==> config.mk <==
export PLATFORM = sky130hd
export DESIGN_NAME = muldiv_unit
export DESIGN_NICKNAME = d
export VERILOG_FILES = /design/src/rtl/muldiv_unit.sv
export SDC_FILE = /design/constraint.sdc
export NUM_CORES = 2
export LEC_CHECK = 0
export CORE_MARGIN = 2
export CORE_UTILIZATION = 60
export CTS_BUF_LIST = sky130_fd_sc_hd__clkbuf_4
export DETAILED_ROUTE_END_ITERATION = 8
export PLACE_DENSITY = 0.84
export SYNTH_ARGS = -nofsm -noshare
export SYNTH_HDL_FRONTEND = slang
export SYNTH_SLANG_ARGS = --single-unit
==> constraint.sdc <==
create_clock -name clk -period 17.9 [get_ports clk]
set_clock_uncertainty 0.15 [all_clocks]
set_input_delay 1.79 -clock clk [delete_from_list [all_inputs] [get_ports clk]]
set_output_delay 1.79 -clock clk [all_outputs]
set_load 0.01 [all_outputs]
==> src/rtl/muldiv_unit.sv <==
// RV32M multiply/divide unit: a 2-cycle multiplier and a 1-bit/cycle restoring divider.
// The operands are latched when start is accepted in IDLE. The result is held until the next done.
module muldiv_unit #(
  parameter int XLEN = 32
) (
  input  logic            clk,
  input  logic            rst_n,
  input  logic            start,
  input  logic [2:0]      funct3,
  input  logic [XLEN-1:0] a,
  input  logic [XLEN-1:0] b,
  output logic            busy,
  output logic            done,
  output logic [XLEN-1:0] result
);

  localparam int CW = $clog2(XLEN) + 1;

  typedef enum logic [2:0] {
    IDLE     = 3'd0,
    MUL      = 3'd1,
    DIV_INIT = 3'd2,
    DIV_ITER = 3'd3,
    FIN      = 3'd4
  } state_t;

  state_t            state_r, state_s;
  logic [2:0]        f3_r;
  logic [XLEN-1:0]   a_r, b_r, rem_r, quo_r, div_r, result_r;
  logic [CW-1:0]     cnt_r;
  logic              busy_r, done_r;

  logic [2*XLEN-1:0] mul_a_s, mul_b_s, prod_s;
  logic              div_signed_s, div_zero_s, ovf_s, last_s, fits_s;
  logic              neg_q_s, neg_r_s;
  logic [XLEN-1:0]   special_s, a_mag_s, b_mag_s, rem_nxt_s, quo_nxt_s, div_res_s;
  logic [XLEN:0]     shift_s;

  // Operand extension for the multiplier; the low 2*XLEN bits of the product are correct for every sign mode
  always_comb begin
    mul_a_s = {{XLEN{(f3_r[1:0] != 2'b11) & a_r[XLEN-1]}}, a_r};
    mul_b_s = {{XLEN{(f3_r[1:0] == 2'b01) & b_r[XLEN-1]}}, b_r};
    prod_s  = mul_a_s * mul_b_s;
  end

  // Divide special cases, operand magnitudes and the single restoring step
  always_comb begin
    div_signed_s = ~f3_r[0];
    div_zero_s   = (b_r == {XLEN{1'b0}});
    ovf_s        = div_signed_s & (a_r == {1'b1, {(XLEN-1){1'b0}}}) & (b_r == {XLEN{1'b1}});
    special_s    = {XLEN{1'b0}};
    if (div_zero_s) begin
      special_s = f3_r[1] ? a_r : {XLEN{1'b1}};
    end else if (ovf_s) begin
      special_s = f3_r[1] ? {XLEN{1'b0}} : a_r;
    end else begin
      special_s = {XLEN{1'b0}};
    end
    a_mag_s   = (div_signed_s & a_r[XLEN-1]) ? -a_r : a_r;
    b_mag_s   = (div_signed_s & b_r[XLEN-1]) ? -b_r : b_r;
    shift_s   = {rem_r, quo_r[XLEN-1]};
    fits_s    = (shift_s >= {1'b0, div_r});
    rem_nxt_s = fits_s ? (shift_s[XLEN-1:0] - div_r) : shift_s[XLEN-1:0];
    quo_nxt_s = {quo_r[XLEN-2:0], fits_s};
    neg_q_s   = div_signed_s & (a_r[XLEN-1] ^ b_r[XLEN-1]);
    neg_r_s   = div_signed_s & a_r[XLEN-1];
    if (f3_r[1]) begin
      div_res_s = neg_r_s ? -rem_nxt_s : rem_nxt_s;
    end else begin
      div_res_s = neg_q_s ? -quo_nxt_s : quo_nxt_s;
    end
    last_s = (cnt_r == CW'(XLEN - 1));
  end

  // Next-state logic
  always_comb begin
    state_s = state_r;
    case (state_r)
      IDLE: begin
        if (start) begin
          state_s = funct3[2] ? DIV_INIT : MUL;
        end else begin
          state_s = IDLE;
        end
      end
      MUL:      state_s = FIN;
      DIV_INIT: state_s = (div_zero_s | ovf_s) ? FIN : DIV_ITER;
      DIV_ITER: state_s = last_s ? FIN : DIV_ITER;
      FIN:      state_s = IDLE;
      default:  state_s = IDLE;
    endcase
  end

  // State register, with busy/done registered from the next state
  always_ff @(posedge clk) begin
    if (!rst_n) begin
      state_r <= IDLE;
      busy_r  <= 1'b0;
      done_r  <= 1'b0;
    end else begin
      state_r <= state_s;
      busy_r  <= (state_s != IDLE) && (state_s != FIN);
      done_r  <= (state_s == FIN);
    end
  end

  // Datapath registers; result only changes on the transition into FIN
  always_ff @(posedge clk) begin
    if (!rst_n) begin
      f3_r     <= 3'd0;
      a_r      <= {XLEN{1'b0}};
      b_r      <= {XLEN{1'b0}};
      rem_r    <= {XLEN{1'b0}};
      quo_r    <= {XLEN{1'b0}};
      div_r    <= {XLEN{1'b0}};
      cnt_r    <= {CW{1'b0}};
      result_r <= {XLEN{1'b0}};
    end else begin
      case (state_r)
        IDLE: begin
          if (start) begin
            f3_r <= funct3;
            a_r  <= a;
            b_r  <= b;
          end
        end
        MUL: begin
          result_r <= (f3_r[1:0] == 2'b00) ? prod_s[XLEN-1:0] : prod_s[2*XLEN-1:XLEN];
        end
        DIV_INIT: begin
          if (div_zero_s | ovf_s) begin
            result_r <= special_s;
          end else begin
            rem_r <= {XLEN{1'b0}};
            quo_r <= a_mag_s;
            div_r <= b_mag_s;
            cnt_r <= {CW{1'b0}};
          end
        end
        DIV_ITER: begin
          rem_r <= rem_nxt_s;
          quo_r <= quo_nxt_s;
          cnt_r <= cnt_r + CW'(1);
          if (last_s) begin
            result_r <= div_res_s;
          end
        end
        default: begin
        end
      endcase
    end
  end

  assign busy   = busy_r;
  assign done   = done_r;
  assign result = result_r;

endmodule

* After elaboration in Yosys (flattened, before gate mapping)
Index checks and enable logic that the tools add are counted.
** Storage, ports and cells
- Register bits :: 205
- Bits in latches :: 0
- RAM bits :: 0
- Memory bits (read-only) :: 0
- Output and inout bits :: 34
- Word-level logic and storage cells :: 79
- Memories :: 0
** Cells by class
- Add/sub/neg operators :: 6
- Multiply operators :: 1
- Div/mod/pow operators :: 0
- $lt $le $gt $ge :: 1
- Equality and inequality tests :: 13
- Shift-type cells :: 0
- Mux-type cells :: 25
- Bitwise logic cells :: 11
- Reduce and logical (&&, ||, !) cells :: 11
** Operator list (count)
- 32-bit two-way mux :: 15
- 32-bit negator :: 4
- 32-bit case mux with 2 select lines :: 2
- 32-bit case mux with 3 select lines :: 1
- 32-bit equality test (second input constant) :: 2
- 33-bit by 33-bit multiplier with 64-bit output :: 1
- 33-bit by 32-bit greater-or-equal comparator with 1-bit output :: 1
- 32-bit zero test :: 1
- 32-bit subtractor :: 1
- 3-bit case mux with 4 select lines :: 1
- 6-bit case mux with 2 select lines :: 1
- 2-bit inequality test (second input constant) :: 4
- 1-bit AND :: 7
- 6-bit by 1-bit adder with 6-bit output (second input constant) :: 1
- 3-bit by 2-bit equality test with 1-bit output (second input constant) :: 2
- 6-bit by 5-bit equality test with 1-bit output (second input constant) :: 1
- 3-bit two-way mux :: 2
- 6-bit two-way mux :: 1
- 2-bit AND reduction :: 3
- 3-bit nonzero test :: 2
- 2-bit two-way mux :: 2
- 3-bit by 1-bit equality test with 1-bit output (second input constant) :: 1
- 3-bit equality test (second input constant) :: 1
- 3-bit zero test :: 1
- 9 further kinds :: 10

* Longest topological paths before layout
- Word-level depth :: 8
- Depth in mapped cells :: 33
- Depth with buffers taken out :: 30

* Worst setup path before layout
No wires, ideal clock.
- Path type :: reg-to-reg
- Start point :: register f3_r[1]
- End point :: register result_r[30], in the netlist result[30]
- Arrival :: 8.358 ns
- Required time :: 17.669 ns
- Setup slack :: 9.311 ns
- Stages on the path, launching flop included :: 32
- Cell sequence :: dfxtp_1 -> clkbuf_1 -> clkbuf_1 -> clkbuf_1 -> a21o_1 -> inv_1 -> fa_1 -> fa_1 -> fa_1 -> inv_1 -> fa_1 -> inv_1 -> fa_1 -> fa_1 -> inv_1 -> fa_1 -> fa_1 -> inv_1 -> ha_1 -> clkbuf_1 -> nand4_1 -> nor3_1 -> and4_1 -> o21ai_0 -> a211oi_1 -> o21ai_0 -> a211oi_1 -> nand2_1 -> nand3_1 -> a211oi_1 -> or3b_2 -> a41oi_1
** On the way
- Word-level cells in the longest chain between the ends :: 5
** Ends and longest elaborated chain
- start, declared :: line 28 : logic [2:0] f3_r;
- start signal, assigned :: line 122 : f3_r <= funct3;
- 2-bit inequality test (tied with other cells) :: line 41 : mul_a_s = {{XLEN{(f3_r[1:0] != 2'b11) & a_r[XLEN-1]}}, a_r};
- 1-bit AND (tied with other cells) :: line 41
- 33-bit by 33-bit multiplier with 64-bit output or 32-bit two-way mux (tied branches) :: line 43, 52
- 32-bit two-way mux, on equally long branches :: line 128, 131
- 32-bit case mux with 3 select lines * :: line 119 : case (state_r)
- end signal, assigned :: line 117 : result_r <= {XLEN{1'b0}};
- end signal, assigned :: line 128 : result_r <= (f3_r[1:0] == 2'b00) ? prod_s[XLEN-1:0] : prod_s[2*XLEN-1:XLEN];
- end signal, assigned :: line 132 : result_r <= special_s;
- end, declared :: line 29 : logic [XLEN-1:0] a_r, b_r, rem_r, quo_r, div_r, result_r;
Every way passes the cells marked *; elsewhere a longest branch is shown, timed or not. The select of a mux whose other input is x is not followed.
A chain may end at the register's enable or synchronous reset.

* Worst setup path in the final report
- Start point :: register a_r[31]
- End point :: register result_r[30], in the netlist result[30]
** On the way
- Word-level cells in the longest chain between the ends :: 7
** Ends and longest elaborated chain
- start, declared :: line 29
- start signal, assigned :: line 111 : a_r <= {XLEN{1'b0}};
- parallel branches: the longest is 7 deep, another holds 33-bit by 33-bit multiplier with 64-bit output
Parallel ways; which one is timed is not known. The select of a mux whose other input is x is not followed.

==> qor.yml <==
status: "completed"
dp_slack_ps: 8320
nNetsFinal: 7483
fin_tns_setup_ps: 0
crit_type: "reg -> reg"
seq_area_frac_synth: 0.0793
fmax_ghz: 0.103
ctsLongestPathBuffers: 3
core_area_um2: 85300
cp_data_arrival_time_ps: 10250
final_area_um2: 54200
grt_overflow: 0
power_switching_mw: 1.77
min_period_ps: 9730
antenna_found_initial: 5
ys_warn_count: 0
post_cts_buffers: 0
grt_pass1_vias: 45900
ys_ff_latch: 205
htree_levels: 2
cap_violations: 0
worst_slew_pin_slew_ps: 1260
peakVddDrop_v: 0.0000644
cp_slowest_cell: "fa_1"
clockRootBuffer: "clkbuf_4"
cp_common_cell: "fa_1"
hp-class: "reg -> reg"
whs_ps: 308
drc_errors: 0
drt-wirelength-per-cell_um: 22.2
grt_pass1_wl_mm: 254
setup_ws_ps: 8170
cts_tree: "done"
grt_start_max_net_pins: 91
clock-sinks: 205
yosys.area.top_type: "fa_1"
rsz0062_at_grt: "no"
synth_top_area_share: 0.436
swShare: 0.544
p_clk_frac: 0.131
synth_cells: 6169
hpwl_mm: 122
io_buffers: 103
synth_edf_count: 0
min_period_over_period: 0.544
ys_types: 85
drtIter0Drc: 4942
fillCellCount: 6913
totalWireLength_mm: 160
placed_cell_area_um2: 53500
dp_cells: 7123
p_int_mw: 1.49
drive_gt1_frac: 0.0401
cp-start-kind: "register"
cts_inserted_buffers: 55
final_cell_mix: "inv_1 (1254), fa_1 (1126), nand2_1 (1079)"
power.density_nw_per_um2: 60.2
dr_total_vias: 43700
dr.pass1.iters: 6
postRouteAntennaNets: 0
p_leak_nw: 24.7
area_growth_pct: 4.76
synthArstFlopShare: 0
final_cells: 7225
die_w_um: 298
cp_slowest_stage_delay_ps: 630
seq_power_share: 0.164
hold_violations: 0
fin_util: 0.636
crit_required_ps: 18420
fp.dieH_um: 298
synth.area.top_cells: "fa_1 (44%), inv_1 (9.1%), dfxtp_1 (7.9%)"
gp_congestion: 1.02
start_util: 0.607
pwr-share-comb: 0.705
p_total_mw: 3.26
clkLatencyLatePin_ps: 770
fp-row-count: 107
netlist_area_um2: 51700
cp_max_fo: 38
path_clk_slew_ps: 80
synth_fp_nets: 7616
maxSlewViolCount: 0
avgSynthCellArea_um2: 8.39
die-area_um2: 88600
cts_hold_buf: 0
vias_per_cell: 6.05
synth_ff_type: "dfxtp_1"
ios: 104
track_usage: 0.367
setup_violations: 0
cts_resized: 0
layout_commonest_cell: "inv_1"
end_kind: "register"
relSlewSlack: 0.148
==> cells in the mapped netlist (6+ instances only) <==
cell type and instances:
a2111oi_0 6, a211oi_1 48, a21o_1 40, a21oi_1 256, a221oi_1 9, a22oi_1 35, a31oi_1 25, a41oi_1 11
and2_1 299, and3_1 15, buf_1 93, buf_2 13, clkbuf_1 286, dfxtp_1 205, fa_1 1126, ha_1 251
inv_1 1254, mux2i_1 38, nand2_1 1080, nand2b_1 28, nand3_1 59, nand3b_1 10, nand4_1 23, nor2_1 245
nor2b_1 17, nor3_1 50, nor4_1 19, nor4_2 6, o211ai_1 21, o21a_1 18, o21ai_0 178, o21bai_1 14
o22a_1 17, o31ai_1 21, o41ai_1 15, or3_1 21, or4_1 16, xnor2_1 117, xor2_1 84
==> routing by layer <==
layer  GRT usage  vias to the layer above  part of all wire
met1       0.473                    21600              0.36
met3      0.0954                      663              0.13
met4       0.182                        4             0.059
met2       0.577                     2943              0.45
met5           0                        -           0.00019
li1            -                    18500                 -
==> cells by family after synthesis <==
logic type                 count (synthesis)  share of synthesized area
muxes                                     40                    0.00779
and+or+nand+nor                         1913                      0.167
AOI/OAI and AO/OA                        784                     0.0957
xor gates and xnor gates                 201                     0.0340
buffers and inverters                   1649                      0.120
adders and majority gates               1377                      0.496
DFF                                      205                     0.0793
==> power by group through the flow <==
stage	registers, mW	clock network [mW]	logic, mW
after floorplan	0.514	0	1.57
after global placement	0.541	0	2.17
after detailed placement	0.542	0	2.22
after CTS	0.532	0.422	2.23
after global routing	0.536	0.446	2.50
final	0.536	0.427	2.30
==> layout make-up <==
type | instances | area, um^2 | share of cell area
flip-flops and latches | 205 | 4120 | 0.0761
repair buffers | 202 | 1770 | 0.0327
well taps | 1144 | 1430 | 0.0264
clock buffers | 75 | 563 | 0.0104
diodes | 2 | 5.00 | 0.0000923
clock inverters | 25 | 114 | 0.00210
inverters | 1257 | 4720 | 0.0871
multi-input cells | 4315 | 41500 | 0.765
==> worst max-delay path: cells and delay by family, from the launching register on <==
family          cells  cell delay (ps)
flops               1              310
simple gates        7             1600
fa+ha+maj           9             4450
buf+inv             7             1560
compound gates      7             1550
==> worst paths after layout <==
check	from	to	slack, ps	depth (start not counted)
worst min register to register	b_r[16]	b_r[16]	310	2
worst max register to register	a_r[31]	result[30]	8170	30
worst max-delay path	a_r[31]	result[30]	8170	30
worst min-delay path	b_r[16]	b_r[16]	310	2
==> state kept, by name (all words and copies together) (netlist names), 3 cells and up <==
| signal | cells |
|---|---|
| quo_r | 32 |
| a_r | 32 |
| cnt_r | 6 |
| div_r | 32 |
| result | 32 |
| b_r | 32 |
| state_r | 3 |
| rem_r | 32 |
Note: power is estimated with default switching activity, not from simulation.
